$ cat src/rtl/wb_arbiter_pkg.sv
// Shared constants and write-request record for the write-back arbiter.
package wb_arbiter_pkg;

  localparam logic [4:0] REG_LINK      = 5'd31;
  localparam logic [4:0] REG_ZERO      = 5'd0;
  localparam int         WB_FIFO_DEPTH = 2;

  // FIFO occupancy doubles as its state
  localparam logic [1:0] ST_EMPTY = 2'd0;
  localparam logic [1:0] ST_ONE   = 2'd1;
  localparam logic [1:0] ST_FULL  = 2'd2;

  typedef struct packed {
    logic [4:0]  waddr;
    logic [31:0] wdata;
    logic [31:0] pc;
    logic        valid;
  } wreq_t;

endpackage

$ cat src/rtl/wb_fifo2.sv
// Two-entry late-write buffer with squash-by-address and operand lookup.
// Squashed entries are skipped at the head, so they never cost an output slot.
module wb_fifo2 import wb_arbiter_pkg::*; (
  input  logic       i_clk,
  input  logic       i_rst,
  input  logic       i_push,
  input  wreq_t      i_push_req,
  input  logic       i_pop_req,
  input  logic       i_sq_en,
  input  logic [4:0] i_sq_addr,
  input  logic [4:0] i_rs,
  input  logic [4:0] i_rt,
  output logic       o_ready,
  output wreq_t      o_head,
  output logic       o_rs_busy,
  output logic       o_rt_busy
);

  wreq_t      r_ent [WB_FIFO_DEPTH];
  logic       r_rptr, r_wptr;
  logic [1:0] r_count;
  logic [1:0] w_pop;
  logic       w_hv, w_nv;

  assign o_ready = (r_count != ST_FULL);

  // Pick the oldest live entry; drop dead heads even while main owns the port
  always_comb begin
    w_hv   = (r_count != ST_EMPTY) && r_ent[r_rptr].valid;
    w_nv   = (r_count == ST_FULL) && r_ent[~r_rptr].valid;
    w_pop  = 2'd0;
    o_head = '0;
    if (r_count != ST_EMPTY) begin
      if (w_hv) begin
        if (i_pop_req) begin
          w_pop  = 2'd1;
          o_head = r_ent[r_rptr];
        end
      end else if (r_count == ST_ONE) begin
        w_pop = 2'd1;
      end else if (w_nv && !i_pop_req) begin
        w_pop = 2'd1;
      end else begin
        w_pop = 2'd2;
        if (w_nv) o_head = r_ent[~r_rptr];
      end
    end
  end

  // Hazard lookup sees only stored, unsquashed entries
  always_comb begin
    o_rs_busy = 1'b0;
    o_rt_busy = 1'b0;
    for (int i = 0; i < WB_FIFO_DEPTH; i++) begin
      if (r_ent[i].valid && (i_rs != REG_ZERO) && (r_ent[i].waddr == i_rs)) o_rs_busy = 1'b1;
      if (r_ent[i].valid && (i_rt != REG_ZERO) && (r_ent[i].waddr == i_rt)) o_rt_busy = 1'b1;
    end
  end

  // Pointer/count update; a fresh push is never squashed (late result is younger)
  always_ff @(posedge i_clk or posedge i_rst) begin
    if (i_rst) begin
      r_count <= ST_EMPTY;
      r_rptr  <= 1'b0;
      r_wptr  <= 1'b0;
      for (int i = 0; i < WB_FIFO_DEPTH; i++) r_ent[i] <= '0;
    end else begin
      r_count <= r_count - w_pop + {1'b0, i_push};
      r_rptr  <= r_rptr ^ w_pop[0];
      r_wptr  <= r_wptr ^ i_push;
      for (int i = 0; i < WB_FIFO_DEPTH; i++) begin
        if (i_push && (r_wptr == 1'(i)))
          r_ent[i] <= i_push_req;
        else if ((w_pop == 2'd2) || ((w_pop == 2'd1) && (r_rptr == 1'(i))))
          r_ent[i].valid <= 1'b0;
        else if (i_sq_en && (r_ent[i].waddr == i_sq_addr))
          r_ent[i].valid <= 1'b0;
      end
    end
  end

endmodule

$ cat src/rtl/wb_arbiter.sv
// Register-file write-port arbiter: main pipeline always wins, late results
// (load/mul-div) wait in a 2-entry buffer and drain on idle main cycles.
module wb_arbiter import wb_arbiter_pkg::*; (
  input  logic        CLK,
  input  logic        reset,
  input  logic        m_valid,
  input  logic        m_wja,
  input  logic [4:0]  m_waddr,
  input  logic [31:0] m_wdata,
  input  logic [31:0] m_pc,
  input  logic [31:0] m_link,
  input  logic        s_valid,
  output logic        s_ready,
  input  logic [4:0]  s_waddr,
  input  logic [31:0] s_wdata,
  input  logic [31:0] s_pc,
  input  logic [4:0]  rs,
  input  logic [4:0]  rt,
  output logic        rs_busy,
  output logic        rt_busy,
  output logic        RegWre,
  output logic        wja,
  output logic [4:0]  WriteReg,
  output logic [31:0] WriteData,
  output logic [31:0] WPC,
  output logic [31:0] jal
);

  logic [4:0]  w_maddr;
  logic        w_mwr, w_push;
  wreq_t       w_sreq, w_head;
  logic        r_wre, r_wja;
  logic [4:0]  r_wreg;
  logic [31:0] r_wdata, r_wpc, r_jal;

  assign w_maddr = m_wja ? REG_LINK : m_waddr;
  assign w_mwr   = m_valid && (w_maddr != REG_ZERO);
  // Writes to $0 are acknowledged but never stored
  assign w_push  = s_valid && s_ready && (s_waddr != REG_ZERO);
  assign w_sreq  = '{waddr: s_waddr, wdata: s_wdata, pc: s_pc, valid: 1'b1};

  wb_fifo2 u_fifo (
    .i_clk      (CLK),
    .i_rst      (reset),
    .i_push     (w_push),
    .i_push_req (w_sreq),
    .i_pop_req  (!m_valid),
    .i_sq_en    (w_mwr),
    .i_sq_addr  (w_maddr),
    .i_rs       (rs),
    .i_rt       (rt),
    .o_ready    (s_ready),
    .o_head     (w_head),
    .o_rs_busy  (rs_busy),
    .o_rt_busy  (rt_busy)
  );

  // Output register: main write, else buffered head, else idle zeros
  always_ff @(posedge CLK or posedge reset) begin
    if (reset) begin
      r_wre   <= 1'b0;
      r_wja   <= 1'b0;
      r_wreg  <= '0;
      r_wdata <= '0;
      r_wpc   <= '0;
      r_jal   <= '0;
    end else if (w_mwr) begin
      r_wre   <= 1'b1;
      r_wja   <= m_wja;
      r_wreg  <= w_maddr;
      r_wdata <= m_wja ? 32'd0 : m_wdata;
      r_wpc   <= m_pc;
      r_jal   <= m_wja ? m_link : 32'd0;
    end else if (!m_valid && w_head.valid) begin
      r_wre   <= 1'b1;
      r_wja   <= 1'b0;
      r_wreg  <= w_head.waddr;
      r_wdata <= w_head.wdata;
      r_wpc   <= w_head.pc;
      r_jal   <= '0;
    end else begin
      r_wre   <= 1'b0;
      r_wja   <= 1'b0;
      r_wreg  <= '0;
      r_wdata <= '0;
      r_wpc   <= '0;
      r_jal   <= '0;
    end
  end

  assign RegWre    = r_wre;
  assign wja       = r_wja;
  assign WriteReg  = r_wreg;
  assign WriteData = r_wdata;
  assign WPC       = r_wpc;
  assign jal       = r_jal;

endmodule

$ cat config.mk
export PLATFORM = sky130hd
export DESIGN_NAME = wb_arbiter
export DESIGN_NICKNAME = d
export VERILOG_FILES = /design/src/rtl/wb_arbiter_pkg.sv /design/src/rtl/wb_fifo2.sv /design/src/rtl/wb_arbiter.sv
export SDC_FILE = /design/constraint.sdc
export NUM_CORES = 1
export LEC_CHECK = 0
export ABC_AREA = 1
export CORE_AREA = 2 2 177 179
export CTS_BUF_LIST = sky130_fd_sc_hd__clkbuf_4 sky130_fd_sc_hd__clkbuf_8 sky130_fd_sc_hd__clkbuf_16
export DETAILED_ROUTE_END_ITERATION = 6
export DIE_AREA = 0 0 179 181
export DONT_BUFFER_PORTS = 1
export PLACE_DENSITY = 0.54
export SETUP_SLACK_MARGIN = 0.3
export SLEW_MARGIN = 10
export SYNTH_ARGS = -nofsm -noshare
export SYNTH_HDL_FRONTEND = slang
export SYNTH_SLANG_ARGS = --single-unit
export TNS_END_PERCENT = 100
$ cat constraint.sdc
create_clock -name CLK -period 20.2 [get_ports CLK]
set_clock_uncertainty 0.15 [all_clocks]
set_input_delay 1.01 -clock CLK [delete_from_list [all_inputs] [get_ports CLK]]
set_output_delay 1.01 -clock CLK [all_outputs]
set_load 0.03 [all_outputs]
Word-level counts from Yosys, hierarchy flattened
Index checks and enable logic that the tools add are counted.
{"block": "classes", "n_addsub": 2, "bitwise_logic": 6, "mux": 40, "reduce_logical": 31, "n_eq_ne": 11, "n_lt_le_gt_ge": 2}
{"cell": "70-bit 2-to-1 mux", "n": 12}
{"cell": "32-bit 2-to-1 mux", "n": 7}
{"cell": "5-bit == test", "n": 6}
{"cell": "1-bit logical AND", "n": 21}
{"cell": "5-bit nonzero test", "n": 4}
{"cell": "5-bit 2-to-1 mux", "n": 3}
{"cell": "1-bit 2-to-1 mux", "n": 14}
{"cell": "2-bit 2-to-1 mux", "n": 4}
{"cell": "3-bit nonzero test", "n": 2}
{"cell": "2-bit by 1-bit == test with 1-bit output (second input constant)", "n": 2}
{"cell": "2-bit == test (second input constant)", "n": 2}
{"cell": "2-bit >= comparator (second input constant)", "n": 2}
{"cell": "1-bit inverter with 2-bit output", "n": 2}
{"cell": "2-bit by 1-bit adder with 2-bit output", "n": 1}
{"cell": "1-bit logical OR", "n": 2}
{"cell": "2-bit != test (second input constant)", "n": 1}
{"cell": "1-bit inverter", "n": 2}
{"cell": "2-bit nonzero test", "n": 1}
{"cell": "2-bit subtractor", "n": 1}
{"cell": "1-bit XOR", "n": 2}
{"cell": "1-bit zero test", "n": 1}
{"block": "totals", "output_inout_bits": 106, "register_bits": 247, "in_bits": 185, "elab_cells": 109}

Logic depth before layout (Yosys ltp)
Gate-level depths: netlist (run 1).
{"block": "logic_depth", "word_depth": 16, "ltp_mapped": 14, "mapped_depth_nobuf": 13}

Modules after synthesis
A second synthesis (run 1) with hierarchy kept.
{"block": "unflattened", "hier_cells": 1781, "hier_area_um2": 13036.3}
{"module": "wb_fifo2", "cells_per_inst": 1290, "instances": 1, "seq_area_each_um2": 3603.5, "area_per_inst_um2": 8757.1}
{"module": "wb_arbiter", "cells_per_inst": 491, "instances": 1, "seq_area_each_um2": 2577.5, "area_per_inst_um2": 4279.1}

Worst setup path before layout (run 1)
OpenSTA, ideal clock, no wires.
{"block": "synth_timing", "path_kind": "input-to-output", "start": "in rs[0]", "end": "out rs_busy", "path_stages": 5, "path_buffers": 0, "setup_slack_ns": 17.405, "t_arrival_ns": 1.635, "required_ns": 19.040, "path_cell_list": "or2_2 > nand3_1 > nor2_1 > nand4_1 > nand2_1"}
{"block": "synth_via", "elab_chain_cells": 5, "word_cells_on_any_way": 9, "cone_classes": "eq/ne: 2; mux: 2; reduce/logical: 5"}
{"item": "start, declared", "line_no": "wb_arbiter.sv:17", "text": "input logic [4:0] rs,"}
{"item": "5-bit nonzero test", "line_no": "wb_fifo2.sv:55", "text": "if (r_ent[i].valid && (i_rs != REG_ZERO) && (r_ent[i].waddr == i_rs)) o_rs_busy = 1'b1;"}
{"item": "1-bit logical AND (2 in series)", "line_no": "wb_fifo2.sv:55"}
{"item": "1-bit 2-to-1 mux", "line_no": "wb_fifo2.sv:55"}
{"item": "1-bit 2-to-1 mux *", "line_no": "wb_fifo2.sv:55"}
{"item": "end, declared", "line_no": "wb_arbiter.sv:19", "text": "output logic rs_busy,"}
Every way passes the cells marked *; elsewhere a longest branch is shown, timed or not.

Worst setup path in the final report (run 1)
{"block": "layout_timing", "start": "reg u_fifo.r_ent[135] (netlist name)", "end": "out rs_busy"}
{"block": "layout_via", "elab_chain_cells": 4}
{"item": "start, declared", "line_no": "wb_fifo2.sv:19", "text": "wreq_t r_ent [WB_FIFO_DEPTH];"}
{"item": "start signal, assigned by index", "line_no": "wb_fifo2.sv:73", "text": "r_ent[i] <= i_push_req;"}
{"item": "5-bit == test", "line_no": "wb_fifo2.sv:55"}
{"item": "1-bit logical AND", "line_no": "wb_fifo2.sv:55"}
{"item": "1-bit 2-to-1 mux (2 in series)", "line_no": "wb_fifo2.sv:55"}
No other way between the ends.

==> results of run 1 <==
## per-stage QoR
step / cell area [um2] / utilization [%] / total power, mW / hold slack, ns / cells
4_1_cts: 13100 / 43.2 / 2.16 / 0.343 / 1839
5_1_grt: 13100 / 43.2 / 2.31 / 0.355 / 1839
3_3_place_gp: 12100 / 40.0 / 1.59 / 0.328 / 1789
2_1_floorplan: 12000 / - / 1.45 / 0.315 / 1482
3_5_place_dp: 12100 / 40.0 / 1.61 / 0.333 / 1789
6_report: 13100 / 43.2 / 2.13 / 0.301 / 1839
## registers in the layout, summed over array words and instances, names as in the netlist
register        flops
u_fifo.r_ent      140
wja                 1
u_fifo.r_count      2
u_fifo.r_rptr       1
WriteData          32
WPC                32
WriteReg            5
jal                32
RegWre              1
u_fifo.r_wptr       1
## cells by family (layout without fill, tap and decap cells)
| logic type | count (synthesis) | after routing |
|---|---|---|
| AOI/OAI and AO/OA | 282 | 282 |
| xor gates and xnor gates | 13 | 13 |
| adders and majority gates | 4 | 4 |
| buffers and inverters | 235 | 196 |
| DFF | 247 | 247 |
| and+or+nand+nor | 701 | 701 |
## metal layers
layer / track usage, % / share of wire [%]
met5: 0 / 0.039
met4: 4.81 / 1.9
met3: 5.07 / 8.2
met2: 33.6 / 47
met1: 27.0 / 43
## worst reg2reg max path, stage by stage, from the launching register on
cell     delay (ns)
dfrtp_1        0.41
inv_1          0.08
nor2_2         0.05
inv_1          0.27
nand3_1        0.15
inv_1          0.16
ha_4           0.41
buf_4          0.79
o21ai_0        0.28
## synthesized netlist by cell type
library cell and count:
buf_6 9, clkbuf_1 42, or2_2 1, nand2_2 5, nand2_4 1, ha_1 4
inv_2 3, or2_1 1, o211ai_2 10, nor2_1 54, nand3_2 12, inv_6 1
a21oi_1 2, nor3_1 4, xnor2_1 6, nor2_2 1, dfrtp_1 247, buf_2 43
nand3b_1 2, o211ai_1 123, nand3_1 68, nand2_1 540, inv_1 131, a21boi_0 2
inv_4 1, nand4_1 10, o21ai_0 145, buf_1 2, nor2_4 2, xor2_1 7
buf_4 3
## layout make-up
| class | instances | area [um2] | share of cell area (%) |
|---|---|---|---|
| flip-flops and latches | 247 | 6180 | 47.1 |
| multi-input cells | 1000 | 4860 | 37.1 |
| clock buffers | 40 | 852 | 6.49 |
| inverters | 136 | 526 | 4.00 |
| well taps | 396 | 495 | 3.78 |
| clock inverters | 10 | 128 | 0.973 |
| repair buffers | 10 | 75.1 | 0.572 |
## worst max path at each step
| stage | slack (ns) | depth (start not counted) | end |
|---|---|---|---|
| final | 17.16 | 6 | rs_busy |
| after global routing | 16.96 | 8 | u_fifo.r_ent[20]$_DFFE_PP0P_ |
| after CTS | 17.16 | 6 | rs_busy |
| after detailed placement | 16.87 | 9 | u_fifo.r_ent[92]$_DFFE_PP0P_ |
| after global placement | 16.96 | 9 | u_fifo.r_ent[96]$_DFFE_PP0P_ |
| after floorplan | 12.25 | 1 | RegWre$_DFF_PP0_ |
## power by group through the flow
stage	Combinational, mW	Sequential [mW]	Clock [mW]
5_1_grt	0.808	0.928	0.570
4_1_cts	0.707	0.903	0.548
3_5_place_dp	0.705	0.909	0
2_1_floorplan	0.598	0.849	0
6_report	0.697	0.902	0.533
3_3_place_gp	0.683	0.907	0
==> metrics.csv, run 1 <==
stage,metric,value,unit
run,cap_viol_max_count,0,
power_and_ir_drop,ir_drop,0.0877,mV
sta,final_max_slew_viol_count,0,
sta,setup_viol,0,
setup_path,crit_path_max_fanout,5,
clock_network,cts_tree,yes,
floorplanning,die-area,32400,um2
clock_network,clock_tree.htree_level_count,1,
cells_and_area,final_common_cell,nand2_1,
sta,rsz0062_at_grt,no,
yosys,synth_top_family_by_area,simple AND/OR/NAND/NOR gates,
yosys,synth_adder_area_share,0.416,%
sta,tightest_slew,1.09,ns
setup_path,startpoint_type,flip-flop,
clock_network,clk_latency,0.54,ns
yosys,synth_top_area_share,51.3,%
drt,initialDrtViolationCount,556,
clock_network,post_cts_buffers,0,
worst_hold_path,hp-class,input pin to async pin,
grt,grt_start_max_net_pins,121,
power_and_ir_drop,switching_share,42.7,%
cells_and_area,final_cell_mix,"539 x nand2_1, 246 x dfrtp_1, 145 x o21ai_0",
power_and_ir_drop,clkPwrFrac,25.0,%
cells_and_area,antenna_cells,0,
power_and_ir_drop,p_comb_share,32.7,%
clock_network,cts_buffer_depth,3,
yosys,synth_compound_area_share,14.9,%
grt,grt_usage,20.4,%
grt,gr-total-overflow,0,
yosys,yosys_warnings,0,
setup_path,worstSetupStartpoint,u_fifo.r_ent[135]$_DFFE_PP0P_,
yosys,yosys.area_share.simple,23.9,%
setup_path,critPathArrivalTime,1.88,ns
drt,avgRoutedWirePerCell,17.9,um
clock_network,path_clk_slew,0.06,ns
place,post-dp-hpwl,20000,um
cells_and_area,nets,1612,
setup_path,cpLargestDelayFamily,simple AND/OR/NAND/NOR gates,
drt,drc_errors,0,
cells_and_area,nFillCells,3008,
grt,grt_pass1_wl,52600,um
sta,relSlewSlack,27.1,%
sta,min_period_over_period,15.0,%
setup_path,critPathSlowestCell,dfrtp_1,
clock_network,holdBufCountCts,0,
yosys,synth.avg_cell_area,8.12,um2
yosys,synthesis.area,12000,um2
setup_path,crit_required,19.04,ns
grt,grt_pass1_vias,9442,
place,gp_congestion,0.826,
yosys,yosysSeqAreaShare,51.3,%
setup_path,path_buf_inv,1,
sta,hold_viol,0,
power_and_ir_drop,switchingPower,0.911,mW
power_and_ir_drop,p_leak,6.17,nW
setup_path,rr_startpoint,u_fifo.r_count[1]$_DFF_PP0_,
setup_path,cp-end-kind,primary output,
power_and_ir_drop,powerDensity,162,nW/um2
sta,fmax,0.329,GHz
drt,ant_nets,0,
drt,firstDrtPassIters,5,
place,place_ws,16.87,ns
floorplanning,die_h,181,um
setup_path,rr_endpoint,u_fifo.r_ent[19]$_DFFE_PP0P_,
yosys,synth_top_area_cell,dfrtp_1,
setup_path,rr_worst_depth,8,
yosys,syn_nets,1671,
floorplanning,pin_count,291,
run_status,status,"complete, no violations",
yosys,synth_cells,1482,
sta,setup-tns-final,0,ns
yosys,synth_area_leaders,"dfrtp_1 51%, nand2_1 17%, o211ai_1 7.7%",
drt,vias,9483,
clock_network,postCtsResizedCells,0,
floorplanning,core,30300,um2
floorplanning,std_cell_rows,64,
setup_path,path_class,flip-flop to primary output,
yosys,synthMuxAreaShare,0,%
clock_network,numCtsBuffers,28,
sta,fin_ws,17.16,ns
setup_path,slowest_delay,0.43,ns
cells_and_area,areaGrowthSynthToFinish,9.01,%
drt,vias_per_cell,5.16,
power_and_ir_drop,p_int,1.22,mW
floorplanning,die_w,179,um
yosys,synth_cell_types,31,
yosys,synth_xor_xnor_area_share,0.946,%
floorplanning,start_util,39.7,%
setup_path,r2r_setup_slack,17.28,ns
clock_network,cts_sinks,247,
yosys,synth-seq-cells,247,
drt,routed_wl,32900,um
clock_network,cts-root-buf,clkbuf_16,
place,port-buffer-count,0,
cells_and_area,drive_gt1_share,7.14,%
grt,antenna_found_initial,1,
setup_path,crit_chain,inv_1 -> or2_2 -> nand3_1 -> nor2_1 -> nand4_1 -> nand2_1,
power_and_ir_drop,pwr-share-seq,42.3,%
sta,finalCriticalPeriod,3.04,ns
No activity file was read; power rests on OpenSTA's default activity.
==> inputs of run 2 (changes only) <==
Clock period 20.2 ns to 3.15 ns, I/O delays scaled along.
==> metrics.csv, run 2 (synthesized netlist as in run 1, its figures left out) <==
stage,metric,value,unit,change
sta,rsz0062_at_grt,no,,
place,gp_congestion,0.862,,+4.2%
power_and_ir_drop,p_int,7.88,mW,+550%
cells_and_area,final_common_cell,nand2_1,,
clock_network,clock_tree.htree_level_count,1,,unchanged
floorplanning,pin_count,291,,unchanged
setup_path,crit_required,3.44,ns,-15.60 ns
power_and_ir_drop,powerDensity,909,nW/um2,+460%
floorplanning,start_util,39.7,%,unchanged
grt,grt_pass1_wl,56000,um,+6.3%
sta,final_max_slew_viol_count,0,,unchanged
clock_network,cts_sinks,247,,unchanged
setup_path,slowest_delay,0.80,ns,+0.37 ns
clock_network,cts-root-buf,clkbuf_16,,
setup_path,critPathArrivalTime,2.91,ns,+1.03 ns
cells_and_area,drive_gt1_share,6.77,%,-0.37 points
clock_network,cts_buffer_depth,3,,unchanged
power_and_ir_drop,p_comb_share,36.2,%,+3.5 points
sta,min_period_over_period,83.3,%,
floorplanning,die_w,179,um,unchanged
drt,firstDrtPassIters,5,,unchanged
sta,whs,0.0639,ns,-0.237 ns
run_status,status,"complete, no violations",,
cells_and_area,final_area,15300,um2,+16%
power_and_ir_drop,switching_share,43.2,%,+0.44 points
grt,grt_usage,21.4,%,+1.0 points
sta,fmax,0.381,GHz,
setup_path,crit_path_max_fanout,30,,+25
clock_network,path_clk_slew,0.06,ns,about the same
cells_and_area,top_register,u_fifo.r_ent,,
drt,vias,10425,,+9.9%
power_and_ir_drop,ir_drop,0.568,mV,+550%
sta,setup-tns-final,0,ns,unchanged
power_and_ir_drop,pwr-share-seq,40.9,%,-1.4 points
place,port-buffer-count,0,,unchanged
setup_path,crit_chain,dlygate4sd3_1 -> nor2_4 -> nand3_1 -> nand2_2 -> nor2_4 -> buf_4 -> nand2_1 -> dlygate4sd3_1 -> o211ai_2,,
sta,finalCriticalPeriod,2.62,ns,
drt,vias_per_cell,5.08,,-1.5%
run,cap_viol_max_count,0,,unchanged
setup_path,startpoint_type,input pin,,
sta,hold_viol,0,,unchanged
power_and_ir_drop,clkPwrFrac,22.8,%,-2.2 points
place,place_area,12300,um2,+1.4%
power_and_ir_drop,total_power,13.9,mW,+550%
power_and_ir_drop,p_leak,7.02,nW,+14%
floorplanning,die_h,181,um,unchanged
setup_path,critPathSlowestCell,dlygate4sd3_1,,
floorplanning,die-area,32400,um2,unchanged
cells_and_area,nets,1825,,+13%
clock_network,numCtsBuffers,28,,unchanged
power_and_ir_drop,switchingPower,5.99,mW,+560%
drt,ant_nets,0,,unchanged
drt,avgRoutedWirePerCell,16.8,um,-6.4%
setup_path,cp-end-kind,flip-flop,,
cells_and_area,final_cell_mix,"539 x nand2_1, 246 x dfrtp_1, 203 x dlygate4sd3_1",,
clock_network,clk_latency,0.53,ns,about the same
place,post-dp-hpwl,21000,um,+4.9%
clock_network,cts_tree,yes,,
floorplanning,std_cell_rows,64,,unchanged
sta,relSlewSlack,26.2,%,-0.93 points
grt,grt_start_max_net_pins,109,,-9.9%
place,place_ws,0.610,ns,-16.26 ns
cells_and_area,areaGrowthSynthToFinish,26.7,%,
worst_hold_path,hp-class,input pin to flip-flop,,
drt,routed_wl,34400,um,+4.5%
drt,initialDrtViolationCount,642,,+15%
sta,fin_ws,0.525,ns,-16.64 ns
floorplanning,core,30300,um2,unchanged
setup_path,path_class,input pin to flip-flop,,
cells_and_area,largest_reg_flops,140,,unchanged
drt,drc_errors,0,,unchanged
grt,grt_pass1_vias,10426,,+10%
sta,setup_viol,0,,unchanged
grt,antenna_found_initial,1,,unchanged
sta,tightest_slew,1.10,ns,+0.0139 ns
grt,gr-total-overflow,0,,unchanged
[run 2: final cells by class]
cell class / instances / area (um2)
fillers: 2876 / 15100
flip-flops and latches: 247 / 6180
multi-input cells: 1000 / 4860
repair buffers: 223 / 2290
clock buffers: 40 / 846
inverters: 136 / 524
well taps: 396 / 495
clock inverters: 9 / 55.1
diodes: 1 / 2.50
[run 2: worst max-delay path, delay by kind of cell]
kind	cells	cell delay, ns
AOI/OAI and AO/OA	1	0.09
buffers and inverters	3	1.61
and+or+nand+nor	5	1.04
[run 2: per-layer routing]
layer  vias to the layer above  routed length (um)  global-route usage [%]  part of all wire [%]
met5                         -                   0                       0                     0
met4                         0                 879                    5.66                   2.6
met3                        61                1990                    3.68                   5.8
met2                       322               16100                    34.8                    47
met1                      4957               15500                    29.5                    45
li1                       5085                   -                       -                     -
[run 2: per-stage QoR]
stage,std cells,utilization (%)
finish,2052,50.3
global route,2052,50.3
CTS,2051,50.2
detailed placement,1799,40.6
global placement,1799,40.6
floorplan,1482,-
[run 2: final timing paths]
check | slack, ns | startpoint | end | cells after the start
worst max-delay path | 0.53 | m_wja | WriteData[28]$_DFF_PP0_ | 9
worst min-delay path | 0.06 | s_waddr[4] | u_fifo.r_wptr$_DFF_PP0_ | 6
worst max register to register | 0.54 | u_fifo.r_rptr$_DFF_PP0_ | WriteReg[2]$_DFF_PP0_ | 9
worst min register to register | 0.35 | u_fifo.r_ent[124]$_DFFE_PP0P_ | u_fifo.r_ent[124]$_DFFE_PP0P_ | 2
max in group asynchronous | 1.78 | reset | u_fifo.r_ent[134]$_DFFE_PP0P_ | 3
min in group asynchronous | 0.14 | reset | u_fifo.r_ent[77]$_DFFE_PP0P_ | 2
[run 2: timing repair]
item,in CTS,in global routing
gates resized for setup,0,2
endpoints found under the hold margin,280,0
setup endpoints to repair,0,4
setup buffers,0,0
hold buffers,203,0
[run 2: power groups by stage]
stage                     sequential [mW]  combinational [mW]  clock [mW]
after floorplan                      5.45                3.84           0
after global placement               5.71                4.69           0
after detailed placement             5.72                4.80           0
after CTS                            5.68                5.06        3.25
after global routing                 5.83                5.78        3.39
final                                5.68                5.03        3.16
==> inputs of run 3 (changes only) <==
Clock period 3.15 ns to 2.5 ns, I/O delays scaled along.
==> metrics.csv, run 3 (synthesized netlist as in run 1, its figures left out) <==
stage,metric,value,unit,change
drt,avgRoutedWirePerCell,16.7,um,-0.67%
sta,final_max_slew_viol_count,0,,unchanged
clock_network,clock_tree.htree_level_count,1,,unchanged
sta,hold_viol,0,,unchanged
floorplanning,die_w,179,um,unchanged
floorplanning,core,30300,um2,unchanged
floorplanning,start_util,39.7,%,unchanged
place,gp_congestion,0.916,,+6.4%
clock_network,cts-root-buf,clkbuf_16,,
clock_network,path_clk_slew,0.06,ns,about the same
cells_and_area,top_register,u_fifo.r_ent,,
grt,grt_pass1_wl,56800,um,+1.5%
sta,finalCriticalPeriod,2.09,ns,
run,cap_viol_max_count,0,,unchanged
place,port-buffer-count,0,,unchanged
sta,tightest_slew,0.901,ns,-0.204 ns
cells_and_area,final_cell_mix,"534 x nand2_1, 246 x dlygate4sd3_1, 245 x dfrtp_1",,
sta,setup_viol,0,,unchanged
cells_and_area,areaGrowthSynthToFinish,30.9,%,
sta,fmax,0.479,GHz,
grt,gr-total-overflow,0,,unchanged
setup_path,cp-end-kind,flip-flop,,
cells_and_area,final_area,15800,um2,+3.3%
place,place_area,12400,um2,+0.43%
setup_path,slowest_delay,0.53,ns,-0.27 ns
drt,wl_met2,16800,um,+4.4%
setup_path,path_class,flip-flop to flip-flop,,
clock_network,clk_latency,0.54,ns,about the same
drt,top_layer,met4,,
clock_network,numCtsBuffers,29,,+3.6%
cells_and_area,nets,1873,,+2.6%
floorplanning,die-area,32400,um2,unchanged
drt,met1_length,15500,um,+0.39%
grt,antenna_found_initial,0,,-1
sta,setup-tns-final,0,ns,unchanged
sta,relSlewSlack,39.9,%,+14 points
setup_path,crit_path_max_fanout,6,,-80%
cells_and_area,post-route-util,51.9,%,+1.7 points
setup_path,crit_required,2.77,ns,-0.67 ns
drt,ant_nets,0,,unchanged
worst_hold_path,hp-class,input pin to flip-flop,,
setup_path,critPathArrivalTime,2.36,ns,-0.55 ns
setup_path,startpoint_type,flip-flop,,
setup_path,r2r_setup_slack,0.41,ns,-0.13 ns
drt,initialDrtViolationCount,644,,+0.31%
sta,whs,0.0477,ns,-0.0162 ns
sta,min_period_over_period,83.5,%,
floorplanning,die_h,181,um,unchanged
floorplanning,pin_count,291,,unchanged
drt,firstDrtPassIters,5,,unchanged
drt,vias_per_cell,5.06,,-0.33%
drt,drc_errors,0,,unchanged
setup_path,worstSetupStartpoint,u_fifo.r_rptr$_DFF_PP0_,,
cells_and_area,antenna_cells,0,,-1
setup_path,rr_endpoint,u_fifo.r_count[1]$_DFF_PP0_,,
drt,met3_length,1880,um,-5.7%
grt,grt_start_max_net_pins,163,,+50%
cells_and_area,drive_gt1_share,7.06,%,+0.30 points
clock_network,cts_buffer_depth,3,,unchanged
drt,routed_wl,34900,um,+1.4%
setup_path,crit_chain,nand2_1 -> nand3_2 -> nand2_2 -> nand2_4 -> nand2_2 -> inv_1 -> ha_1 -> inv_1 -> ha_1 -> xor2_1 -> xnor2_1,,
cells_and_area,nFillCells,2807,,-2.4%
setup_path,rr_worst_depth,11,,+2
setup_path,rr_startpoint,u_fifo.r_rptr$_DFF_PP0_,,
cells_and_area,final_common_cell,nand2_1,,
sta,rsz0062_at_grt,yes,,
cells_and_area,largest_reg_flops,140,,unchanged
grt,grt_usage,21.8,%,+0.36 points
power_and_ir_drop,p_leak,7.26,nW,+3.4%
setup_path,critPathSlowestCell,dfrtp_4,,
power_and_ir_drop,total_power,17.7,mW,+28%
clock_network,cts_tree,yes,,
setup_path,crit_end,u_fifo.r_count[1]$_DFF_PP0_,,
power_and_ir_drop,powerDensity,1120,nW/um2,+24%
drt,vias,10608,,+1.8%
run_status,status,"complete, no violations",,
floorplanning,std_cell_rows,64,,unchanged
power_and_ir_drop,ir_drop,0.853,mV,+50%
clock_network,cts_sinks,247,,unchanged
worst_hold_path,min-delay-start,s_waddr[4],,
grt,grt_pass1_vias,10742,,+3.0%
place,post-dp-hpwl,20700,um,-1.7%
==> run 3: changes by cell type in the layout (fill, tap and decap cells not counted), moves of 2 or more <==
cell / before / now
dlygate4sd3_1: 203 / 246
nand2_1: 539 / 534
nand2_2: 6 / 11
clkbuf_8: 6 / 2
buf_12: 8 / 11
clkinv_2: 7 / 4
buf_4: 11 / 13
bufinv_16: 0 / 2
clkinvlp_4: 1 / 3
==> run 3: stage by stage <==
step	worst slack, ns	std cells
5_1_grt	0.288	2095
4_1_cts	0.342	2093
2_1_floorplan	-1.02	1482
3_5_place_dp	0.388	1801
3_3_place_gp	0.420	1801
6_report	0.413	2095
==> run 3: final cells by class <==
class	instances	area [um2]	share of cell area (%)
sequential	247	6190	39.2
multi-input combinational	1000	4870	30.9
timing repair buffer	270	2780	17.6
clock buffer	36	791	5.02
inverter	136	522	3.31
tap	396	495	3.14
clock inverter	10	113	0.714
==> run 3: how the worst min path moves through the flow <==
stage,endpoint,slack [ns],cells after the start
finish,u_fifo.r_wptr$_DFF_PP0_,0.05,6
global route,u_fifo.r_wptr$_DFF_PP0_,0.06,6
CTS,u_fifo.r_wptr$_DFF_PP0_,0.009,6
detailed placement,WPC[6]$_DFF_PP0_,-0.20,1
global placement,WPC[5]$_DFF_PP0_,-0.20,1
floorplan,jal[0]$_DFF_PP0_,0.08,2
==> run 3: layer usage <==
layer	global-route usage, %	vias up
met5	0	-
met4	5.82	0
met3	3.56	66
met2	37.3	296
met1	28.5	5068
li1	-	5178
==> run 3: report_power, final <==
| group | switching (mW) | internal [mW] |
|---|---|---|
| registers | 1.62 | 5.48 |
| clock network | 1.66 | 2.42 |
| logic | 4.26 | 2.25 |
==> run 3: what timing repair did <==
item	CTS	global route
setup endpoints to repair	0	5
resized for setup	0	7
hold buffers	246	1
setup buffers	0	2
hold endpoints to repair	494	1
==> run 3: worst max-delay path, delay by kind of cell (launching register included) <==
kind / cells / cell delay [ns]
fa+ha+maj: 2 / 0.44
flops: 1 / 0.53
buf+inv: 2 / 0.08
simple gates: 5 / 0.48
xor+xnor: 2 / 0.29
